File: src/rtl/switch_scan_controller.sv
// Switch scan controller: synchronises, debounces and snapshots 24 board switches for CPU MMIO reads.
// Optional change interrupt built only when SWITCH_IRQ_EN is defined.
module switch_scan_controller #(
    parameter int SAMPLE_DIV   = 1000,
    parameter int STABLE_COUNT = 4
) (
    input  logic        iCpuClock,
    input  logic        iCpuResetN,
    input  logic [23:0] iFpgaSwitches,
    input  logic        iDoSwitchRead,
    input  logic [1:0]  iSwitchAddress,
    output logic [15:0] oSwitchDataRead,
    output logic        oSwitchReadValid,
    output logic        oSwitchChanged,
    output logic        oSwitchIrq
);

    localparam int PRESC_W = (SAMPLE_DIV > 2) ? $clog2(SAMPLE_DIV) : 1;
    localparam logic [PRESC_W-1:0] PRESC_LAST = PRESC_W'(SAMPLE_DIV - 1);
    localparam logic [8:0] STABLE_LAST = 9'(STABLE_COUNT);

    typedef enum logic {
        S_IDLE,
        S_CONFIRM
    } state_t;

    logic [23:0]        swMeta_p0;
    logic [23:0]        swSync_p1;
    logic [PRESC_W-1:0] prescaler;
    logic               tick;
    state_t             state;
    state_t             stateNext;
    logic [23:0]        candidate;
    logic [23:0]        candidateNext;
    logic [23:0]        stable;
    logic [7:0]         cnt;
    logic [7:0]         cntNext;
    logic [8:0]         cntInc;
    logic               hitCount;
    logic               commit;
    logic               statusRead;

    function automatic logic [15:0] selectWindow(input logic [1:0]  addr,
                                                 input logic [23:0] snap,
                                                 input logic        flag);
        case (addr)
            2'b00:   selectWindow = snap[15:0];
            2'b10:   selectWindow = {8'h00, snap[23:16]};
            2'b01:   selectWindow = {15'h0000, flag};
            default: selectWindow = 16'h0000;
        endcase
    endfunction

    // Stage p0/p1: two-flop synchroniser on the asynchronous pins
    always_ff @(posedge iCpuClock or negedge iCpuResetN) begin
        if (!iCpuResetN) begin
            swMeta_p0 <= 24'h0;
            swSync_p1 <= 24'h0;
        end else begin
            swMeta_p0 <= iFpgaSwitches;
            swSync_p1 <= swMeta_p0;
        end
    end

    assign tick = (prescaler == PRESC_LAST);

    always_ff @(posedge iCpuClock or negedge iCpuResetN) begin
        if (!iCpuResetN) begin
            prescaler <= '0;
        end else if (tick) begin
            prescaler <= '0;
        end else begin
            prescaler <= prescaler + 1'b1;
        end
    end

    assign cntInc   = {1'b0, cnt} + 9'd1;
    assign hitCount = (cntInc == STABLE_LAST);

    always_ff @(posedge iCpuClock or negedge iCpuResetN) begin
        if (!iCpuResetN) begin
            state     <= S_IDLE;
            candidate <= 24'h0;
            cnt       <= 8'd0;
            stable    <= 24'h0;
        end else begin
            state     <= stateNext;
            candidate <= candidateNext;
            cnt       <= cntNext;
            if (commit) begin
                stable <= swSync_p1;
            end
        end
    end

    always_comb begin
        stateNext = state;
        if (tick) begin
            case (state)
                S_IDLE: begin
                    if (swSync_p1 != stable && STABLE_COUNT > 1) begin
                        stateNext = S_CONFIRM;
                    end
                end
                S_CONFIRM: begin
                    if (swSync_p1 == candidate) begin
                        if (hitCount) begin
                            stateNext = S_IDLE;
                        end
                    end else if (swSync_p1 == stable) begin
                        stateNext = S_IDLE;
                    end
                end
                default: stateNext = S_IDLE;
            endcase
        end
    end

    // A commit always latches swSync: in CONFIRM it equals the candidate by construction
    always_comb begin
        candidateNext = candidate;
        cntNext       = cnt;
        commit        = 1'b0;
        if (tick) begin
            case (state)
                S_IDLE: begin
                    if (swSync_p1 != stable) begin
                        if (STABLE_COUNT == 1) begin
                            commit = 1'b1;
                        end else begin
                            candidateNext = swSync_p1;
                            cntNext       = 8'd1;
                        end
                    end
                end
                S_CONFIRM: begin
                    if (swSync_p1 == candidate) begin
                        cntNext = cntInc[7:0];
                        commit  = hitCount;
                    end else if (swSync_p1 != stable) begin
                        candidateNext = swSync_p1;
                        cntNext       = 8'd1;
                    end
                end
                default: ;
            endcase
        end
    end

    assign statusRead = iDoSwitchRead && (iSwitchAddress == 2'b01);

    // Read port: snapshot uses pre-commit stable/changed; a same-edge commit wins the flag
    always_ff @(posedge iCpuClock or negedge iCpuResetN) begin
        if (!iCpuResetN) begin
            oSwitchReadValid <= 1'b0;
            oSwitchDataRead  <= 16'h0000;
            oSwitchChanged   <= 1'b0;
        end else begin
            oSwitchReadValid <= iDoSwitchRead;
            if (iDoSwitchRead) begin
                oSwitchDataRead <= selectWindow(iSwitchAddress, stable, oSwitchChanged);
            end
            if (commit) begin
                oSwitchChanged <= 1'b1;
            end else if (statusRead) begin
                oSwitchChanged <= 1'b0;
            end
        end
    end

`ifdef SWITCH_IRQ_EN
    always_ff @(posedge iCpuClock or negedge iCpuResetN) begin
        if (!iCpuResetN) begin
            oSwitchIrq <= 1'b0;
        end else begin
            oSwitchIrq <= commit;
        end
    end
`else
    assign oSwitchIrq = 1'b0;
`endif

endmodule
File: config.mk
export PLATFORM = sky130hd
export DESIGN_NAME = switch_scan_controller
export DESIGN_NICKNAME = d
export VERILOG_FILES = /design/src/rtl/switch_scan_controller.sv
export SDC_FILE = /design/constraint.sdc
export NUM_CORES = 1
export LEC_CHECK = 0
export CAP_MARGIN = 20
export CELL_PAD_IN_SITES_DETAIL_PLACEMENT = 1
export CELL_PAD_IN_SITES_GLOBAL_PLACEMENT = 1
export CORE_MARGIN = 1.5
export CORE_UTILIZATION = 43
export CTS_CLUSTER_SIZE = 16
export DETAILED_ROUTE_END_ITERATION = 12
export PLACE_DENSITY_LB_ADDON = 0.15
export SYNTH_ARGS = -nofsm -noshare
export SYNTH_HDL_FRONTEND = slang
export SYNTH_SLANG_ARGS = --single-unit
File: constraint.sdc
create_clock -name iCpuClock -period 2 [get_ports iCpuClock]
set_clock_uncertainty 0.1 [all_clocks]
set_input_delay 0.3 -clock iCpuClock [delete_from_list [all_inputs] [get_ports iCpuClock]]
set_output_delay 0.3 -clock iCpuClock [all_outputs]
set_load 0.03 [all_outputs]
Yosys cells after proc, flatten, opt, wreduce, memory -nomap -nowiden
Index checks and enable logic that the tools add are counted.
{"block": "word_totals", "regBits": 133, "in_bits": 29, "output_inout_bits": 19, "elab_cells": 43}
{"block": "classes", "add_sub_neg": 2, "eq_ne": 8, "n_mux": 18, "n_bitwise": 1, "n_reduce_logical": 4}
{"operator": "$eq A24 B24 Y1", "count": 2}
{"operator": "$mux W24", "count": 2}
{"operator": "$pmux W16 S3", "count": 1}
{"operator": "$pmux W24 S2", "count": 1}
{"operator": "$ne A24 B24 Y1", "count": 1}
{"operator": "$mux W8", "count": 2}
{"operator": "$pmux W8 S2", "count": 1}
{"operator": "$add A10 B1 Y10 const B", "count": 1}
{"operator": "$eq A10 B10 Y1 const B", "count": 1}
{"operator": "$mux W10", "count": 1}
{"operator": "$add A8 B1 Y9 const B", "count": 1}
{"operator": "$eq A9 B3 Y1 const B", "count": 1}
{"operator": "$mux W1", "count": 9}
{"operator": "$eq A2 B1 Y1 const B", "count": 1}
{"operator": "$eq A2 B2 Y1 const B", "count": 1}
{"operator": "$logic_not A2 Y1", "count": 1}
{"operator": "$ne A2 B2 Y1 const B", "count": 1}
{"operator": "$pmux W1 S2", "count": 1}
{"operator": "$reduce_and A2 Y1", "count": 1}
{"operator": "$reduce_bool A2 Y1", "count": 1}
{"operator": "$logic_and A1 B1 Y1", "count": 1}
{"operator": "$not A1 Y1", "count": 1}

Logic depth before layout (Yosys ltp)
{"block": "logic_depth", "word_depth": 6, "mapped_depth": 8, "mapped_depth_nobuf": 7}

Worst setup path before layout
OpenSTA, ideal clock, no wires.
{"block": "synth_timing", "path_kind": "reg-to-reg", "from": "register prescaler[0]", "to": "register stable[10]", "setup_time_ns": 0.125, "t_arrival_ns": 1.910, "required_ns": 1.775, "path_slack_ns": -0.135, "path_stages_with_launch": 9, "n_path_buf": 1, "period_less_slack_ns": 2.135, "path_cell_list": "dfrtp_1 -> ha_1 -> nand2b_4 -> nor4_2 -> nand2_1 -> a211oi_4 -> nand2_4 -> buf_6 -> mux2_4"}
{"block": "synth_via", "elab_chain_len": 2}
{"item": "start, declared", "line": "29", "source": "logic [PRESC_W-1:0] prescaler;"}
{"item": "start signal, assigned", "line": "73", "source": "prescaler <= prescaler + 1'b1;"}
{"item": "$eq A10 B10 Y1", "line": "65", "source": "assign tick = (prescaler == PRESC_LAST);"}
{"item": "$mux W1", "line": "124", "source": "if (tick) begin"}
{"item": "end signal, assigned", "line": "91", "source": "stable <= swSync_p1;"}
{"item": "end, declared", "line": "35", "source": "logic [23:0] stable;"}
No other way between the ends.
A chain may end at the register's enable or synchronous reset.

Worst setup path in the final report
{"block": "layout_timing", "from": "register swSync_p1[4]", "to": "register candidate[20]"}
{"block": "layout_via", "elab_chain_len": 4, "word_cells_on_any_way": 7, "classes_between": "eq/ne (3); mux (3); reduce/logical (1)"}
{"item": "start, declared", "line": "28", "source": "logic [23:0] swSync_p1;"}
{"item": "start signal, assigned", "line": "61", "source": "swSync_p1 <= swMeta_p0;"}
{"item": "$ne A24 B24 Y1", "line": "127, 140"}
{"item": "$mux W24 (2 in a row)"}
{"item": "$pmux W24 S2"}
{"item": "end signal, assigned", "line": "88", "source": "candidate <= candidateNext;"}
{"item": "end, declared", "line": "33", "source": "logic [23:0] candidate;"}
Parallel ways exist; a longest one is shown, timed or not. The select of a mux whose other input is x is not followed.

==> out/qor.yml <==
die:
  die_y_um: 115
  core_area_mm2: 0.01211
  die-width_um: 115
  ios: 48
  num_rows: 40
  initial_utilization: 0.4454
  die_area_mm2: 0.01323
placed_design:
  gp_routability_congestion: 0.8412
  port_buffers: 46
  hpwlAfterDp_mm: 8.470
setup_path:
  reg2reg_depth: 7
  path_class: "register to register"
  end_kind: "register"
  required_ns: 2.20
  startpoint_type: "register"
  timing.rr.end: "candidate[20]"
  regToRegSetupSlack_ns: -0.25
  cp_max_fo: 9
  reg2reg_from: "swSync_p1[4]"
  crit_arrival_ns: 2.45
synth:
  yosys_most_used_dff: "dfrtp_1"
  yosysSeqAreaShare: 0.6170
  ys.warnings.count: 0
  synth_cell_types: 40
  syn_inst: 397
  avgSynthCellArea_um2: 13.59
  ys_seq_elements: 133
  synth_edf_count: 0
  syn_area_mm2: 0.005394
  syn_nets: 428
  async_flop_share: 1.000
routing:
  wirelength_mm: 13.24
  drtIter0Drc: 152
  drcViolationCount: 0
  wl_per_cell_um: 18.91
  dr.pass1.iters: 4
  num_vias: 3537
  antenna_left: 0
  via_per_inst: 5.053
clock_network:
  path_clk_slew_ns: 0.06
  cts.sinks: 133
  cts-root-buf: "clkbuf_16"
  insertion_delay_ns: 0.42
  clk_path_buf_depth: 2
  htreeDepth: 4
  cts_buffers: 17
  cts_tree: "built"
worst_hold_path:
  hold_class: "input pin to async pin"
power:
  power.density_mw_per_mm2: 797.2
  power_mw: 5.985
  ir_worst_vdd_v: 0.0006787
  leakagePower_nw: 3.519
sta:
  min_period_over_period: 1.123
  hold_viol: 0
  fin_crit_ns: 2.246
  clock.fmax_mhz: 445.3
  fin_ws_ns: -0.2458
  tns_ns: -9.571
  slew_violations: 0
  setup_violations: 57
  rsz0062_at_grt: "yes"
global_routing:
  grt_pass1_wl_mm: 20.92
  grt_max_degree: 64
  grt_use_total: 0.2145
  busiest_layer: "met2"
  overflow: 0
  grtUsageMet3: 0.05219
  met1_usage: 0.2867
  antenna_found_initial: 0
  met2_usage: 0.3373
  grt_pass1_vias: 3933
layout:
  drive_above_1_share: 0.3741
  layout_commonest_cell: "dfrtp_1"
  diodes: 0
  fill_cells: 1189
  areaGrowthSynthToFinish_pct: 39.18
  nNetsFinal: 550
  layout_common_cells: "dfrtp_1 (122), buf_4 (56), clkdlybuf4s50_1 (45)"
  fin_util: 0.6198
outcome:
  violations: "setup timing"
  run_status: "complete, but fails checks"
run:
  cap_viol_max_count: 0
==> power breakdown <==
part	leakage (nW)	internal [mW]	switching, mW	total [mW]
Sequential	1.72	2.75	0.0583	2.81
Combinational	1.53	0.127	0.127	0.255
Clock	0.269	1.79	1.13	2.93
==> synthesized netlist by cell type, types with 2 or more instances <==
cell,instances,share of area
a21oi_1,6,0.0056
a22o_1,3,0.0049
and2_1,3,0.0035
and3_1,6,0.0070
buf_6,4,0.0084
clkbuf_1,6,0.0042
dfrtp_1,133,0.62
ha_1,2,0.0046
inv_1,15,0.010
mux2_1,2,0.0042
mux2_2,27,0.056
mux2_4,19,0.053
mux2i_1,11,0.020
nand2_1,14,0.0097
nand3_1,17,0.016
nand4_1,13,0.015
nor2_1,13,0.0090
nor3_1,5,0.0046
nor4_1,4,0.0046
nor4_2,2,0.0046
o21ai_0,12,0.011
o22ai_1,7,0.0081
o2bb2ai_1,3,0.0049
or4_1,2,0.0028
xnor2_1,39,0.063
xor2_1,15,0.024
==> registers in the layout (all words and copies together) (netlist names) <==
register / count
candidate: 24
cnt: 8
oSwitchChanged: 1
oSwitchDataRead: 16
oSwitchReadValid: 1
prescaler: 10
stable: 24
state: 1
swMeta_p0: 24
swSync_p1: 24
==> logic make-up after synthesis <==
family	synth area share
AO/OA/AOI/OAI	0.04245
XOR/XNOR	0.08768
adder cells (fa/ha/maj)	0.004639
buffers and inverters	0.02528
flip-flops	0.6170
multiplexers	0.1338
other	0.0006952
AND/OR/NAND/NOR	0.08838
==> critical path, cell delays in order (launching register included) <==
cell	delay [ns]
dfrtp_1	0.47
xnor2_2	0.23
nand4_1	0.13
nor4_2	0.33
nand3_2	0.17
nand3_4	0.19
buf_12	0.16
mux2_2	0.34
==> stage by stage <==
stage	area, um2	instances	hold WS, ns	setup slack (ns)
after floorplan	5418	397	-0.09559	-0.006469
after global placement	6514	661	0.05530	-0.2621
after detailed placement	6514	661	0.05687	-0.2526
after CTS	7327	698	0.1606	-0.1721
after global routing	7507	700	0.1628	-0.3231
final	7507	700	0.1651	-0.2458
==> worst max-delay path by stage <==
stage	start	endpoint	slack, ns	cells past startpoint
after floorplan	swSync_p1[5]	candidate[10]	-0.006	7
after global placement	swSync_p1[3]	candidate[1]	-0.26	7
after detailed placement	swSync_p1[3]	candidate[18]	-0.25	7
after CTS	stable[7]	candidate[2]	-0.17	7
after global routing	swSync_p1[4]	candidate[12]	-0.32	7
final	swSync_p1[4]	candidate[20]	-0.25	7
==> per-layer routing <==
layer  routed length [um]  share of wire
met4                  280          0.021
met1                 6111           0.46
met3                  432          0.033
met5                    0              0
met2                 6415           0.48
==> final cells by class <==
type                    instances  area (um2)  area share
clock buffers                  23       478.0     0.06367
inverters                      15       56.30    0.007500
well taps                     168       210.2     0.02800
clock inverters                 9       77.57     0.01033
multi-input cells             237        2251      0.2998
repair buffers                115        1092      0.1455
flip-flops and latches        133        3342      0.4452
==> timing repair <==
item,CTS,global route
setup buffers,2,0
setup endpoints to repair,57,58
hold buffers,1,0
cloned,2,2
resized for setup,45,31
hold endpoints to repair,133,0
pin swaps,2,6
No activity file was read; power rests on OpenSTA's default activity.
==> edit: new RTL, config.mk and constraints unchanged <==
Put one more register stage on the output `oSwitchDataRead`, cleared by the reset. The value now appears one clock later. The other outputs are not delayed to match.
--- a/src/rtl/switch_scan_controller.sv
+++ b/src/rtl/switch_scan_controller.sv
@@ -23,6 +23,8 @@
         S_IDLE,
         S_CONFIRM
     } state_t;
+
+    logic [15:0] oSwitchDataRead_s0;
 
     logic [23:0]        swMeta_p0;
     logic [23:0]        swSync_p1;
@@ -153,12 +155,12 @@
     always_ff @(posedge iCpuClock or negedge iCpuResetN) begin
         if (!iCpuResetN) begin
             oSwitchReadValid <= 1'b0;
-            oSwitchDataRead  <= 16'h0000;
+            oSwitchDataRead_s0 <= 16'h0000;
             oSwitchChanged   <= 1'b0;
         end else begin
             oSwitchReadValid <= iDoSwitchRead;
             if (iDoSwitchRead) begin
-                oSwitchDataRead <= selectWindow(iSwitchAddress, stable, oSwitchChanged);
+                oSwitchDataRead_s0 <= selectWindow(iSwitchAddress, stable, oSwitchChanged);
             end
             if (commit) begin
                 oSwitchChanged <= 1'b1;
@@ -180,4 +182,12 @@
     assign oSwitchIrq = 1'b0;
 `endif
 
+    always_ff @(posedge iCpuClock or negedge iCpuResetN) begin
+        if (!iCpuResetN) begin
+            oSwitchDataRead <= '0;
+        end else begin
+            oSwitchDataRead <= oSwitchDataRead_s0;
+        end
+    end
+
 endmodule
Formal check against the unedited RTL: no difference found for any inputs over 10 cycles, from zero or initial values and one cycle with iCpuResetN low; that may be too few to reach the edited logic, so the function may still have changed.
==> edit against the unedited design <==
- the run still ends with setup timing left
- area after synthesis increased by 8.3%
- largest cell class unchanged
- final area increased by 7.6%
- count of clock-buffer cells in the layout decreased by 5
- sequential share of layout area increased by 1.7 points
- synthesized cell count increased by 6.5%
- worst setup slack improved by 0.0052 ns
- routed wire length increased by 3.0%
- total power increased by 14%
- sequential cell count increased by 16
- worst hold slack improved by 0.045 ns
==> edit: results (changes against the unedited design) <==
Flow run
  • Max cap viols: 0 (unchanged)

Logic synthesis
  • Synth top area cells: dfrtp_1, xnor2_1, mux2_4, mux2_1, xor2_1 (was dfrtp_1, xnor2_1, mux2_2, mux2_4, xor2_1)
  • Yosys Warn Count: 0 (unchanged)
  • Post-synthesis sequential area ratio: 63.9% (was 61.7%)
  • Synth top cells by count: dfrtp_1, xnor2_1, mux2_1 (was dfrtp_1, xnor2_1, mux2_2)
  • Syn nets: 454 (was 428)
  • Distinct cells, synth: 40 (unchanged)
  • Ys async rst share: 100% (unchanged)

Clock tree
  • Clk Latency, worst-skew pair: 0.43 ns
  • CTS Buf Count: 17 (unchanged)
  • Max clock buf depth: 2 (unchanged)
  • Htree depth: 4 (unchanged)
  • Clk slew on worst S/H paths: 0.06 ns (about the same)
  • Clk root buf: clkbuf_16 (unchanged)

Drt
  • DRT Pass-1 Iters: 4 (unchanged)
  • Vias: 3729 (was 3537)
  • DRT iter0 DRCs: 124 (was 152)
  • WL final: 13.6 mm (was 13.2 mm)

Placed design
  • HPWL after DPL: 8.74 mm (was 8.47 mm)
  • Cell Area, Placed: 7060 µm² (was 6510 µm²)
  • Port bufs: 46 (unchanged)
  • GPL Wtd Cong: 0.752 (was 0.841)

Outcome
  • Status: finished with violations (unchanged)
  • Failing checks: setup timing (unchanged)

Global routing
  • Vias in the first global route: 4213 (was 3933)
  • Gr usage total: 20.9% (was 21.4%)
  • Largest net degree at the start of global routing: 46 (was 64)
  • First-pass GRT wire length: 22.4 mm (was 20.9 mm)
  • Initial antenna violation count: 0 (unchanged)

Power
  • Max rail drop VDD: 0.509 mV (was 0.679 mV)
  • LEAKAGE: 3.86 nW (was 3.52 nW)

STA
  • Endpoints failing hold: 0 (unchanged)
  • Final Worst Setup Slack: -0.241 ns (was -0.246 ns)
  • Slew @ Worst Pin: slightly above 0.5 ns
  • Final setup TNS: -10.44 ns (was -9.57 ns)
  • Setup-violating endpoint count in the final report: 58 (was 57)

Setup path
  • Worst-path fanout max: 13 (was 9)
  • Critical path arrival: 2.45 ns (about the same)

Final layout
  • Final net count: 585 (was 550)
  • Ant diodes: 0 (unchanged)
  • Layout cell share with drive strength beyond 1: 33.7% (was 37.4%)
  • Layout filler cell count: 1279 (was 1189)

Worst hold path
  • Hold Crit Class: input port to flop (was input port to asynchronous set/reset pin)
[edit: cell count changes after synthesis, sizes merged, moves of 2 or more]
cell     change
dfrtp       +16
a22o         -3
nand4        -2
clkbuf       +2
mux2i        -3
nor2         +2
o2bb2ai      -3
and3         -4
o21ai        +5
a21o         +5
a211o        +2
nand2        +2
[edit: logic make-up after synthesis]
| logic type | synth area share, % |
|---|---|
| flops | 63.9 |
| compound gates | 4.22 |
| other cells | 0.0642 |
| buf+inv | 2.57 |
| simple gates | 8.78 |
| mux | 12.0 |
| xor+xnor | 8.10 |
| fa+ha+maj | 0.428 |
[edit: worst max-delay path: stages (launching register included)]
cell	delay (ns)
dfrtp_1	0.43
buf_6	0.14
xnor2_1	0.12
nand4_1	0.16
nor4_4	0.28
buf_4	0.17
nand3_4	0.10
nand3_4	0.13
buf_12	0.16
mux2_1	0.32
[edit: timing repair]
item	CTS	global route
hold buffers	1	0
buffers inserted	9	2
hold endpoints to repair	38	0
pin swaps	19	2
setup endpoints to repair	58	58
cloned	3	0
gates resized for setup	53	11
[edit: path summary, 6_finish.rpt]
check	to	start	depth (start not counted)	slack (ns)
worst min-delay path	swMeta_p0[22]	iFpgaSwitches[22]	1	0.21
max in group asynchronous	cnt[4]	iCpuResetN	3	0.84
worst max-delay path	candidate[6]	swSync_p1[0]	9	-0.24
min in group asynchronous	oSwitchDataRead[14]	iCpuResetN	2	0.25
worst max register to register	candidate[6]	swSync_p1[0]	9	-0.24
worst min register to register	swSync_p1[3]	swMeta_p0[3]	0	0.25
[edit: where the power goes]
group	leakage, nW	switching, mW	internal, mW
Combinational	1.61	0.146	0.135
Sequential	1.95	0.0437	3.07
Clock	0.303	1.29	2.13
Total	3.86	1.48	5.34
[edit: area by class of cell]
class	instances	area (µm²)	area share, %
Sequential cell	149	3730	46.2
Timing Repair Buffer	125	1220	15.1
Multi-Input combinational cell	246	2210	27.4
Clock buffer	18	439	5.44
Tap cell	176	220	2.73
Inverter	15	56.3	0.697
Clock inverter	14	200	2.48
[edit: stage by stage]
| step | instances | hold slack, ns | setup slack [ns] | util, % |
|---|---|---|---|---|
| detailed placement | 699 | 0.135 | -0.379 | 53.3 |
| global placement | 699 | 0.134 | -0.267 | 53.3 |
| floorplan | 423 | -0.0956 | -0.0714 | - |
| finish | 743 | 0.210 | -0.241 | 61.0 |
| global route | 743 | 0.195 | -0.353 | 61.0 |
| CTS | 744 | 0.191 | -0.260 | 60.9 |
[edit: metal layers]
| metal | routed length, µm | track usage (%) | share of wire, % |
|---|---|---|---|
| met4 | 276 | 7.81 | 2.0 |
| met1 | 5980 | 26.2 | 44 |
| met5 | 0 | 0 | 0 |
| met3 | 382 | 5.18 | 2.8 |
| met2 | 7000 | 35.2 | 51 |
